### src/rtl/univ_shift_pkg.sv
// univ_shift_pkg: mode constants, FSM states and helpers shared by the shifter
package univ_shift_pkg;
  localparam logic [2:0] MODE_HOLD = 3'b000;
  localparam logic [2:0] MODE_SHR  = 3'b001;
  localparam logic [2:0] MODE_SHL  = 3'b010;
  localparam logic [2:0] MODE_LOAD = 3'b011;
  localparam logic [2:0] MODE_ROR  = 3'b100;
  localparam logic [2:0] MODE_ROL  = 3'b101;
  localparam logic [2:0] MODE_ASR  = 3'b110;
  localparam logic [2:0] MODE_CLR  = 3'b111;
  typedef enum logic {ST_IDLE = 1'b0, ST_RUN = 1'b1} state_t;
  function automatic logic is_shift_mode(input logic [2:0] m);
    return m inside {MODE_SHR, MODE_SHL, MODE_ROR, MODE_ROL, MODE_ASR};
  endfunction
endpackage

### src/rtl/univ_shift_step.sv
// univ_shift_step: one-step next-value function of the universal shift register
module univ_shift_step
  import univ_shift_pkg::*;
#(
  parameter int WIDTH = 8
) (
  input  logic [WIDTH-1:0] Q,
  input  logic [2:0]       op,
  input  logic             DSL,
  input  logic             DSR,
  input  logic [WIDTH-1:0] D,
  output logic [WIDTH-1:0] q_next
);
  always_comb begin
    q_next = Q;
    case (op)
      MODE_SHR:  q_next = {DSR, Q[WIDTH-1:1]};
      MODE_SHL:  q_next = {Q[WIDTH-2:0], DSL};
      MODE_LOAD: q_next = D;
      MODE_ROR:  q_next = {Q[0], Q[WIDTH-1:1]};
      MODE_ROL:  q_next = {Q[WIDTH-2:0], Q[WIDTH-1]};
      MODE_ASR:  q_next = {Q[WIDTH-1], Q[WIDTH-1:1]};
      MODE_CLR:  q_next = '0;
      default:   q_next = Q;
    endcase
  end
endmodule

### src/rtl/univ_shift_reg_n.sv
// univ_shift_reg_n: universal shift register with counted burst mode and BUSY/DONE handshake
module univ_shift_reg_n
  import univ_shift_pkg::*;
#(
  parameter int WIDTH = 8,
  parameter int CNT_W = 4
) (
  input  logic             CLK,
  input  logic             CLRN,
  input  logic             EN,
  input  logic [2:0]       S,
  input  logic             DSL,
  input  logic             DSR,
  input  logic [WIDTH-1:0] D,
  input  logic             START,
  input  logic [CNT_W-1:0] N,
  output logic [WIDTH-1:0] Q,
  output logic             SOL,
  output logic             SOR,
  output logic             BUSY,
  output logic             DONE
);
  state_t state, st_d;
  logic [2:0] op, op_d;
  logic [CNT_W-1:0] cnt, cnt_d;
  logic [WIDTH-1:0] q_d, q_next;
  logic busy_d, done_d;
  assign SOL = Q[WIDTH-1];
  assign SOR = Q[0];
  univ_shift_step #(.WIDTH(WIDTH)) u_step (
    .Q(Q), .op(state == ST_RUN ? op : S), .DSL(DSL), .DSR(DSR), .D(D), .q_next(q_next)
  );
  always_comb begin
    q_d = Q;
    cnt_d = cnt;
    op_d = op;
    st_d = state;
    busy_d = BUSY;
    done_d = 1'b0;
    if (EN && state == ST_IDLE) begin
      if (START && is_shift_mode(S) && N != '0) begin
        op_d = S;
        cnt_d = N;
        st_d = ST_RUN;
        busy_d = 1'b1;
      end else if (START) done_d = 1'b1;
      else q_d = q_next;
    end else if (EN) begin
      q_d = q_next;
      cnt_d = cnt - 1'b1;
      if (cnt == CNT_W'(1)) begin
        st_d = ST_IDLE;
        busy_d = 1'b0;
        done_d = 1'b1;
      end
    end
  end
  always_ff @(posedge CLK or negedge CLRN) begin
    if (!CLRN) begin
      Q <= '0;
      cnt <= '0;
      op <= MODE_HOLD;
      state <= ST_IDLE;
      BUSY <= 1'b0;
      DONE <= 1'b0;
    end else begin
      Q <= q_d;
      cnt <= cnt_d;
      op <= op_d;
      state <= st_d;
      BUSY <= busy_d;
      DONE <= done_d;
    end
  end
endmodule

### config.mk
export PLATFORM = sky130hd
export DESIGN_NAME = univ_shift_reg_n
export DESIGN_NICKNAME = d
export VERILOG_FILES = /design/src/rtl/univ_shift_pkg.sv /design/src/rtl/univ_shift_step.sv /design/src/rtl/univ_shift_reg_n.sv
export SDC_FILE = /design/constraint.sdc
export NUM_CORES = 1
export LEC_CHECK = 0
export CAP_MARGIN = 10
export CORE_MARGIN = 10
export CORE_UTILIZATION = 36
export CTS_CLUSTER_SIZE = 24
export DETAILED_ROUTE_END_ITERATION = 10
export GPL_TIMING_DRIVEN = 0
export HOLD_SLACK_MARGIN = 0.08
export PLACE_DENSITY = 0.66
export SKIP_CTS_REPAIR_TIMING = 1
export SYNTH_ARGS = -nofsm -noshare
export SYNTH_HDL_FRONTEND = slang
export SYNTH_SLANG_ARGS = --single-unit
### constraint.sdc
create_clock -name CLK -period 2.1 [get_ports CLK]
set_input_delay 0.525 -clock CLK [delete_from_list [all_inputs] [get_ports CLK]]
set_output_delay 0.525 -clock CLK [all_outputs]
set_load 0.05 [all_outputs]
After elaboration in Yosys (flattened, before gate mapping)

Cells that the tools add are included.
Widths: inputs -> output; s select.

Logic and storage cells: 52
Bits in registers: 17
Input port bits: 21
Output and inout port bits: 12

Add/subtract/negate cells: 1
Reduce and logical (&&, ||, !) cells: 11
Muxes and demuxes: 18
Equality and inequality tests: 16
Bitwise gates (word level): 1

Operators by type and width:

| cell                | number |
|---|---|
| $pmux 8 s7          | 1 |
| $mux 8              | 4 |
| $eq 3x3->1 const B  | 7 |
| $mux 4              | 3 |
| $eq 3x2->1 const B  | 3 |
| $mux 1              | 9 |
| $eq 3x1->1 const B  | 2 |
| $reduce_and 3->1    | 2 |
| $reduce_bool 5->1   | 1 |
| $eq 4x1->1 const B  | 1 |
| $ne 2x2->1 const B  | 2 |
| $reduce_and 2->1    | 2 |
| $reduce_bool 2->1   | 2 |
| $reduce_bool 4->1   | 1 |
| $sub 4x1->4 const B | 1 |
| $logic_and 1x1->1   | 3 |
| $mux 3              | 1 |
| $ne 2x1->1 const B  | 1 |
| $not 1->1           | 1 |

Logic depth before layout (Yosys ltp)

Gate-level depths: netlist of the first run.

Depth after elaboration: 6
Mapped depth: 6
Gate-level depth less buffers: 6

Cells and area by module

Synthesis of the first run repeated with hierarchy kept, for this count alone.

Cell total of the unflattened synthesis: 143
Area total of the unflattened synthesis: 1417.6 sq um

By module, submodules not included:

| module           | cells an instance | times used | sequential area each (sq um) | area an instance (sq um) |
|---|---|---|---|---|
| univ_shift_reg_n | 75                | 1          | 425.4                        | 934.6 |
| univ_shift_step  | 68                | 1          | 0.0                          | 483.0 |

Least setup slack after synthesis of the first run

No wires, ideal clock.

Path kind: register -> register
Start point: register state
End point: register Q[7]
Arrival: 1.868 ns
Required time: 1.975 ns
Clock period less this slack: 1.993 ns
Path slack: 0.107 ns
Cell stages (with the launch flop): 5
Library setup time: 0.125 ns
Path buffers: 1
Cell sequence: dfrtp_1 > buf_6 > mux2_2 > o311ai_1 > mux2_2

Longest elaborated chain between the ends: 6
Elaborated cells between the ends (all ways): 19
Those cells by class: eq/ne: 9; mux: 6; bitwise: 1; reduce/logical: 3

RTL lines:

| element                                  | line                   | source |
|---|---|---|
| start, declared                          | univ_shift_reg_n.sv:23 | `state_t state, st_d;` |
| start signal, assigned                   | univ_shift_reg_n.sv:70 | `state <= st_d;` |
| $mux 3                                   | univ_shift_reg_n.sv:31 | `.Q(Q), .op(state == ST_RUN ? op : S), .DSL(DSL), .DSR(DSR), .D(D), .q_next(q_next)` |
| $eq 3x3->1, or another cell as far along | univ_shift_step.sv:16  | `case (op)` |
| $pmux 8 s7                               | univ_shift_step.sv:16  |  |
| $mux 8                                   | univ_shift_reg_n.sv:46 | `end else if (START) done_d = 1'b1;` |
| $mux 8                                   | univ_shift_reg_n.sv:41 | `if (START && is_shift_mode(S) && N != '0) begin` |
| $mux 8                                   | univ_shift_reg_n.sv:40 | `if (EN && state == ST_IDLE) begin` |
| end signal, assigned                     | univ_shift_reg_n.sv:67 | `Q <= q_d;` |
| end, declared                            | univ_shift_reg_n.sv:17 | `output logic [WIDTH-1:0] Q,` |

Parallel ways exist; a longest one is shown, timed or not. The select of a mux whose other input is x is not followed.
A chain may end at the register's enable or synchronous reset.

==> out/qor.csv, run 1 <==
metric,value,unit
status,completed,
critical-path-top-delay-family,buffers and inverters,
leakage,0.726,nW
worstMarginPinSlew,0.807,ns
setup_tns,0,ns
htreeDepth,1,
drive_gt1_frac,0.197,
ys.warnings.count,0,
clock_latency,0.30,ns
crit_chain,clkdlybuf4s50_1,
cts_buffer_depth,2,
seq_area_frac_synth,0.353,
startpoint_type,flop,
dpl.cell_count,195,
grt_start_max_net_pins,18,
cp-end-kind,output pin,
crit_required,1.57,ns
synth_nets,144,
cap_violations,0,
dieArea,6060,sq um
syn_avg_cell_area,9.95,sq um
grt_pass1_wl,5420,microns
grt_setup_unrepaired,false,
post_dp_cell_area,1560,sq um
top_usage_layer,met2,
clk_pin_slew,0.11,ns
place_worst_setup_slack,-0.421,ns
cts_inserted_buffers,3,
fin_util,0.526,
grt_remaining_overflow,0,
antenna_found_initial,0,
design_area,1650,sq um
ys_seq_elements,17,
drc,0,
layoutNonFillerInstCount,201,
first_pass_iters,4,
synth_area,1200,sq um
viasPerCell,5.41,
timing.hold.ws,0.548,ns
finalHoldViolCount,0,
dp_hpwl,2460,microns
power.net_switching,1.29,mW
switching_share,0.501,
io_pins,33,
first_global_vias,1141,
layout_setup_ws,0.0758,ns
port_buffers,30,
intPower,1.28,mW
cts_tree,yes,
cts_num_sinks,17,
core,3130,sq um
combPwrFrac,0.667,
grt_usage,0.107,
routedWlPerCell,15.9,microns
fin_crit,2.02,ns
finalSetupViolCount,0,
die_w,77.8,microns
path_buf_inv,1,
cp_slowest_cell,clkdlybuf4s50_1,
use_met3,0.0403,
total_power,2.57,mW
cts-root-buf,clkbuf_4,
initial_utilization,0.385,
synth.distinct_cells,36,
drt_iter0_markers,79,
report.final.slew_viol_count,0,
power.share.clock,0.072,
peakVddDrop,0.769,mV
gp_congestion,0.836,
dr_total_vias,1088,
timing_worst_setup_path_type,flop to output pin,
dieHeight,77.8,microns
n_antenna_cell,0,
synthToLayoutAreaGrowth,36.8,%
wl,3190,microns
grt_use_met1,0.133,
arrival,1.50,ns
fin_crit_sh,0.964,
row_count,20,
nets,181,
max-slew-margin-rel,0.460,
fmax,494,MHz
hp-class,input port to flop,
syn_inst,121,
ant_nets,0,
p_per_area,1560,nW/um^2
power_frac_seq,0.261,
worstPathMaxFanout,2,
worst_clock_skew,0.0108,ns
crit_path_max_incr_delay,0.81,ns
grt_use_met2,0.161,
-- cell type report --
| type | instances | area (sq um) |
|---|---|---|
| clock buffer | 3 | 22.5 |
| multi-input combinational | 92 | 728 |
| clock inverter | 1 | 5.00 |
| timing repair buffer | 32 | 340 |
| fill | 301 | 1480 |
| inverter | 4 | 15.0 |
| sequential | 17 | 425 |
| tap | 44 | 55.1 |
| buffer | 8 | 55.1 |
-- cell usage in the layout (no fill, tap or decap), types with 2 or more instances in the layout --
master           count
a22oi_1              7
o21bai_1             2
o21ai_0             10
nor2_1              11
mux2_2               7
buf_2                2
mux2i_1              9
dfrtp_1             17
nor3_2               3
buf_4                6
mux2i_2              2
clkdlybuf4s50_1     20
nand3_1              3
ha_1                 2
dlymetal6s2s_1      10
nor3_1               3
clkbuf_4             3
a21oi_1              4
a31oi_1              7
mux2_4               2
inv_1                4
nand2_1              5
-- per-layer routing --
layer | vias to the layer above | wire [microns]
met2 | 36 | 1430
met5 | - | 0
li1 | 528 | -
met1 | 520 | 1460
met4 | 0 | 51
met3 | 4 | 243
-- final timing paths --
path,start,to,slack [ns],cells after the start
hold reg to reg,op[2]$_DFFE_PN0P_,op[2]$_DFFE_PN0P_,0.60,1
max in group asynchronous,CLRN,op[0]$_DFFE_PN0P_,0.91,1
hold / removal,S[0],op[0]$_DFFE_PN0P_,0.55,2
setup / recovery,state$_DFFE_PN0P_,BUSY,0.08,1
setup reg to reg,state$_DFFE_PN0P_,Q[1]$_DFFE_PN0P_,0.19,5
min in group asynchronous,CLRN,DONE$_DFF_PN0_,0.67,1
-- Yosys cell counts --
master,n,area share
nor4_1,1,0.0052
buf_4,4,0.025
o311ai_0,1,0.0073
nand2_1,5,0.016
a211oi_1,1,0.0062
nor3_2,2,0.017
ha_1,2,0.021
mux2i_2,2,0.023
a22oi_1,7,0.044
a2111oi_4,1,0.023
a21o_1,1,0.0062
buf_6,1,0.0094
a21oi_1,4,0.017
o211ai_1,1,0.0062
dfrtp_1,17,0.35
nand3b_4,1,0.017
o21bai_1,2,0.012
nand2b_1,1,0.0052
nor3_1,4,0.017
a21boi_1,1,0.0062
buf_2,2,0.0083
o2bb2ai_1,1,0.0073
mux2_2,7,0.065
a221oi_1,1,0.0073
nand3_1,3,0.012
o311a_4,1,0.018
mux2_4,2,0.025
and2_1,1,0.0052
nor3b_1,1,0.0062
o311ai_1,1,0.0073
mux2i_1,9,0.075
clkbuf_1,1,0.0031
a31oi_1,7,0.036
o21ai_0,10,0.042
nor2_1,11,0.034
inv_1,4,0.012
-- registers in the layout (all words and copies together), names as in the netlist --
signal  count
state       1
DONE        1
op          3
cnt         4
Q           8
-- power groups by stage --
| stage | Sequential, mW | Clock, mW | Combinational, mW |
|---|---|---|---|
| after floorplan | 0.951 | 0 | 0.957 |
| after global placement | 0.668 | 0 | 1.68 |
| after detailed placement | 0.676 | 0 | 1.71 |
| after CTS | 0.670 | 0.187 | 1.72 |
| after global routing | 0.705 | 0.203 | 1.86 |
| final | 0.668 | 0.185 | 1.71 |
-- logic make-up (layout without fill, tap and decap cells) --
group | count (synthesis) | count (layout) | synth area share
AO/OA/AOI/OAI | 40 | 40 | 0.245
adder cells (fa/ha/maj) | 2 | 2 | 0.0208
buffers and inverters | 12 | 48 | 0.0582
flip-flops | 17 | 17 | 0.353
multiplexers | 20 | 20 | 0.188
AND/OR/NAND/NOR | 30 | 30 | 0.134
No activity file was read; power rests on OpenSTA's default activity.
==> run 2, diff against run 1 <==
- CORE_MARGIN: 10 -> not set
==> run 2 against run 1 <==
Flip-flop and latch count unchanged. Power is 0.56% lower. Design area is 1.4% lower. Worst setup slack lost 0.019 ns. Via count is 1.9% higher. Hold slack got worse by 0.0069 ns. Critical endpoint is now Q[4]. Largest cell class unchanged.
==> out/qor.csv, run 2 (synthesis gave the netlist of run 1 again) <==
metric,value,unit
dieArea,3580,sq um
first_pass_iters,4,
crit_chain,clkdlybuf4s50_1,
total_power,2.55,mW
drt_iter0_markers,19,
cts_num_sinks,17,
crit_required,1.57,ns
grt_start_max_net_pins,18,
power.share.clock,0.072,
worst_clock_skew,0.000897,ns
grt_setup_unrepaired,false,
core,3100,sq um
wl,2930,microns
layoutNonFillerInstCount,199,
combPwrFrac,0.665,
layout_commonest_cell,clkdlybuf4s50_1,
routedWlPerCell,14.7,microns
min_path_cells,2,
cts-root-buf,clkbuf_4,
r2r_cells,5,
grt_usage,0.176,
critical-path-top-delay-family,buffers and inverters,
finalSetupViolCount,0,
worstPathMaxFanout,4,
worstMarginPinSlew,0.802,ns
htreeDepth,1,
row_count,20,
dr_total_vias,1109,
viasPerCell,5.57,
r2r_start,state$_DFFE_PN0P_,
drive_gt1_frac,0.187,
clk_pin_slew,0.10,ns
first_global_vias,1044,
cap_violations,0,
timing_worst_setup_path_type,flop to output pin,
cts_inserted_buffers,3,
r2r-end,Q[3]$_DFFE_PN0P_,
min-delay-start,S[0],
largest_register_ffs,8,
post_dp_cell_area,1560,sq um
cp-end-kind,output pin,
report.final.slew_viol_count,0,
drc,0,
startpoint_type,flop,
ant_nets,0,
initial_utilization,0.388,
peakVddDrop,0.690,mV
fin_crit_sh,0.973,
die_w,59.8,microns
cts_tree,yes,
power_frac_seq,0.263,
setup_tns,0,ns
status,completed,
synthToLayoutAreaGrowth,34.8,%
switching_share,0.501,
port_buffers,30,
max-slew-margin-rel,0.464,
dpl.cell_count,195,
largest_register,Q,
fmax,489,MHz
reg2reg_slack,0.27,ns
grt_remaining_overflow,0,
cp_slowest_cell,clkdlybuf4s50_1,
dp_hpwl,2210,microns
leakage,0.716,nW
design_area,1620,sq um
p_per_area,1570,nW/um^2
power.net_switching,1.28,mW
path_buf_inv,1,
gp_congestion,0.770,
cts_buffer_depth,2,
io_pins,33,
arrival,1.52,ns
cp.depth,1,
hold_path_end,op[0]$_DFFE_PN0P_,
n_antenna_cell,0,
antenna_found_initial,0,
timing.hold.ws,0.541,ns
largest_registers,"Q x8, cnt x4, op x3",
finalHoldViolCount,0,
nets,179,
clock_latency,0.30,ns
grt_pass1_wl,4710,microns
crit_path_max_incr_delay,0.82,ns
most-common-layout-cells,"clkdlybuf4s50_1 (20), dfrtp_1 (17), nor2_1 (11)",
intPower,1.27,mW
dieHeight,59.8,microns
hp-class,input port to flop,
fin_crit,2.04,ns
==> run 2: final cells by class <==
| cell class | count | area (sq um) |
|---|---|---|
| Multi-Input combinational cell | 92 | 719 |
| Timing Repair Buffer | 30 | 325 |
| Clock inverter | 1 | 5.00 |
| Inverter | 4 | 15.0 |
| Tap cell | 44 | 55.1 |
| Clock buffer | 3 | 22.5 |
| Sequential cell | 17 | 425 |
| Buffer | 8 | 55.1 |
| Fill cell | 315 | 1480 |
==> run 2: worst max-delay path by stage <==
stage	start	to	slack (ns)
after floorplan	state$_DFFE_PN0P_	Q[7]$_DFFE_PN0P_	0.11
after global placement	N[2]	cnt[0]$_DFFE_PN0P_	-0.32
after detailed placement	N[2]	cnt[0]$_DFFE_PN0P_	-0.39
after CTS	Q[0]$_DFFE_PN0P_	Q[0]	-0.08
after global routing	EN	op[1]$_DFFE_PN0P_	0.005
final	Q[4]$_DFFE_PN0P_	Q[4]	0.06
==> run 2: stage by stage <==
step / setup WS, ns / utilization
2_1_floorplan: 0.107 / -
3_3_place_gp: -0.316 / 0.502
3_5_place_dp: -0.392 / 0.502
4_1_cts: -0.0842 / 0.511
5_1_grt: 0.00470 / 0.523
6_report: 0.0569 / 0.523
==> run 2: power groups by stage <==
stage,Clock (mW),Sequential [mW],Combinational (mW)
2_1_floorplan,0,0.951,0.957
3_3_place_gp,0,0.668,1.66
5_1_grt,0.203,0.698,1.81
4_1_cts,0.193,0.673,1.71
3_5_place_dp,0,0.677,1.70
6_report,0.184,0.672,1.70
==> run 2: per-layer routing <==
layer | vias to the layer above | share of wire | track usage
li1 | 525 | - | -
met1 | 543 | 0.43 | 0.223
met2 | 38 | 0.50 | 0.305
met3 | 3 | 0.059 | 0.0238
met4 | 0 | 0.0096 | 0.0598
met5 | - | 0 | 0
==> run 3, diff against run 2 <==
- CTS_CLUSTER_DIAMETER: not set -> 120
- PLACE_DENSITY: 0.66 -> 0.74
==> run 3 against run 2 <==
Global-route usage increased by 0.59 points. Critical path type unchanged. Register-to-register slack about the same. Routed wire length is 2.1% higher. Maximum frequency shrank 0.12%.
==> out/qor.csv, run 3 (synthesis gave the netlist of run 1 again) <==
metric,value,unit
dieHeight,59.8,microns
initial_utilization,0.388,
timing_worst_setup_path_type,flop to output pin,
cts-root-buf,clkbuf_4,
wl,2990,microns
clk_pin_slew,0.10,ns
peakVddDrop,0.796,mV
synthToLayoutAreaGrowth,35.2,%
io_pins,33,
startpoint_type,flop,
dp_hpwl,2200,microns
drive_gt1_frac,0.192,
cap_violations,0,
cts_buffer_depth,2,
antenna_found_initial,0,
hp-class,input port to flop,
worstMarginPinSlew,0.810,ns
worst_clock_skew,0.00777,ns
grt_remaining_overflow,0,
crit_chain,clkdlybuf4s50_1,
die_w,59.8,microns
cp-end-kind,output pin,
path_buf_inv,1,
drt_iter0_markers,24,
dr_total_vias,1077,
nFillCells,310,
clock_latency,0.30,ns
multi_input_area,719,sq um
fmax,489,MHz
arrival,1.52,ns
gp_congestion,0.818,
row_count,20,
regArea,425,sq um
htreeDepth,1,
status,completed,
grt_setup_unrepaired,false,
p_per_area,1570,nW/um^2
cts_tree,yes,
crit_required,1.57,ns
drc,0,
crit_path_max_incr_delay,0.82,ns
report.final.slew_viol_count,0,
n_antenna_cell,0,
first_global_vias,1025,
ant_nets,0,
fin_crit_sh,0.974,
worstPathMaxFanout,4,
grt_usage,0.182,
nets,180,
most-common-layout-cells,"clkdlybuf4s50_1 (21), dfrtp_1 (17), nor2_1 (11)",
first_pass_iters,4,
grt_start_max_net_pins,18,
setup_tns,0,ns
core,3100,sq um
cts_num_sinks,17,
largest_registers,"Q x8, cnt x4, op x3",
dieArea,3580,sq um
max-slew-margin-rel,0.458,
cp_slowest_cell,clkdlybuf4s50_1,
critical-path-top-delay-family,buffers and inverters,
routedWlPerCell,14.9,microns
timing.hold.ws,0.545,ns
fin_crit,2.05,ns
largest_register_ffs,8,
viasPerCell,5.39,
finalSetupViolCount,0,
port_buffers,30,
layout_commonest_cell,clkdlybuf4s50_1,
leakage,0.712,nW
cts_inserted_buffers,3,
finalHoldViolCount,0,
largest_register,Q,
grt_pass1_wl,4820,microns
run 3: changes by cell type in the layout (fill, tap and decap cells not counted):
cell	change
buf_4	+1
clkdlybuf4s50_1	+1
dlymetal6s2s_1	-1
run 3: final cells by class:
| cell class | instances | area share |
|---|---|---|
| buffer | 8 | 0.0338 |
| clock buffer | 3 | 0.0138 |
| clock inverter | 1 | 0.00307 |
| inverter | 4 | 0.00922 |
| multi-input combinational | 92 | 0.442 |
| sequential | 17 | 0.261 |
| tap | 44 | 0.0338 |
| timing repair buffer | 31 | 0.203 |
run 3: worst paths after layout:
kind / cells past startpoint / slack [ns] / endpoint / start
min in group asynchronous: 1 / 0.68 / cnt[2]$_DFFE_PN0P_ / CLRN
setup reg to reg: 5 / 0.27 / Q[7]$_DFFE_PN0P_ / state$_DFFE_PN0P_
max in group asynchronous: 1 / 0.91 / op[1]$_DFFE_PN0P_ / CLRN
hold reg to reg: 1 / 0.60 / op[0]$_DFFE_PN0P_ / op[0]$_DFFE_PN0P_
hold / removal: 2 / 0.55 / op[0]$_DFFE_PN0P_ / S[0]
setup / recovery: 1 / 0.05 / Q[1] / Q[1]$_DFFE_PN0P_
run 3: per-stage QoR:
stage          total power [mW]  setup slack, ns   util  area (sq um)  std cells
6_report                   2.56           0.0544  0.525          1630        200
5_1_grt                    2.74          0.00199  0.525          1630        200
4_1_cts                    2.58           -0.108  0.511          1590        199
3_5_place_dp               2.38           -0.364  0.502          1560        195
3_3_place_gp               2.33           -0.273  0.502          1560        195
2_1_floorplan              1.91            0.107      -          1200        121
run 3: metal layers:
metal	global-route usage	part of all wire
met3	0.0325	0.056
met5	0	0
met4	0.0498	0.010
met2	0.298	0.50
met1	0.244	0.43
run 3: report_power, final:
group | internal [mW] | leakage (nW) | switching (mW) | total [mW]
logic | 0.718 | 0.494 | 0.988 | 1.71
clock network | 0.0711 | 0.0177 | 0.111 | 0.182
registers | 0.489 | 0.200 | 0.187 | 0.675
total | 1.28 | 0.712 | 1.28 | 2.56
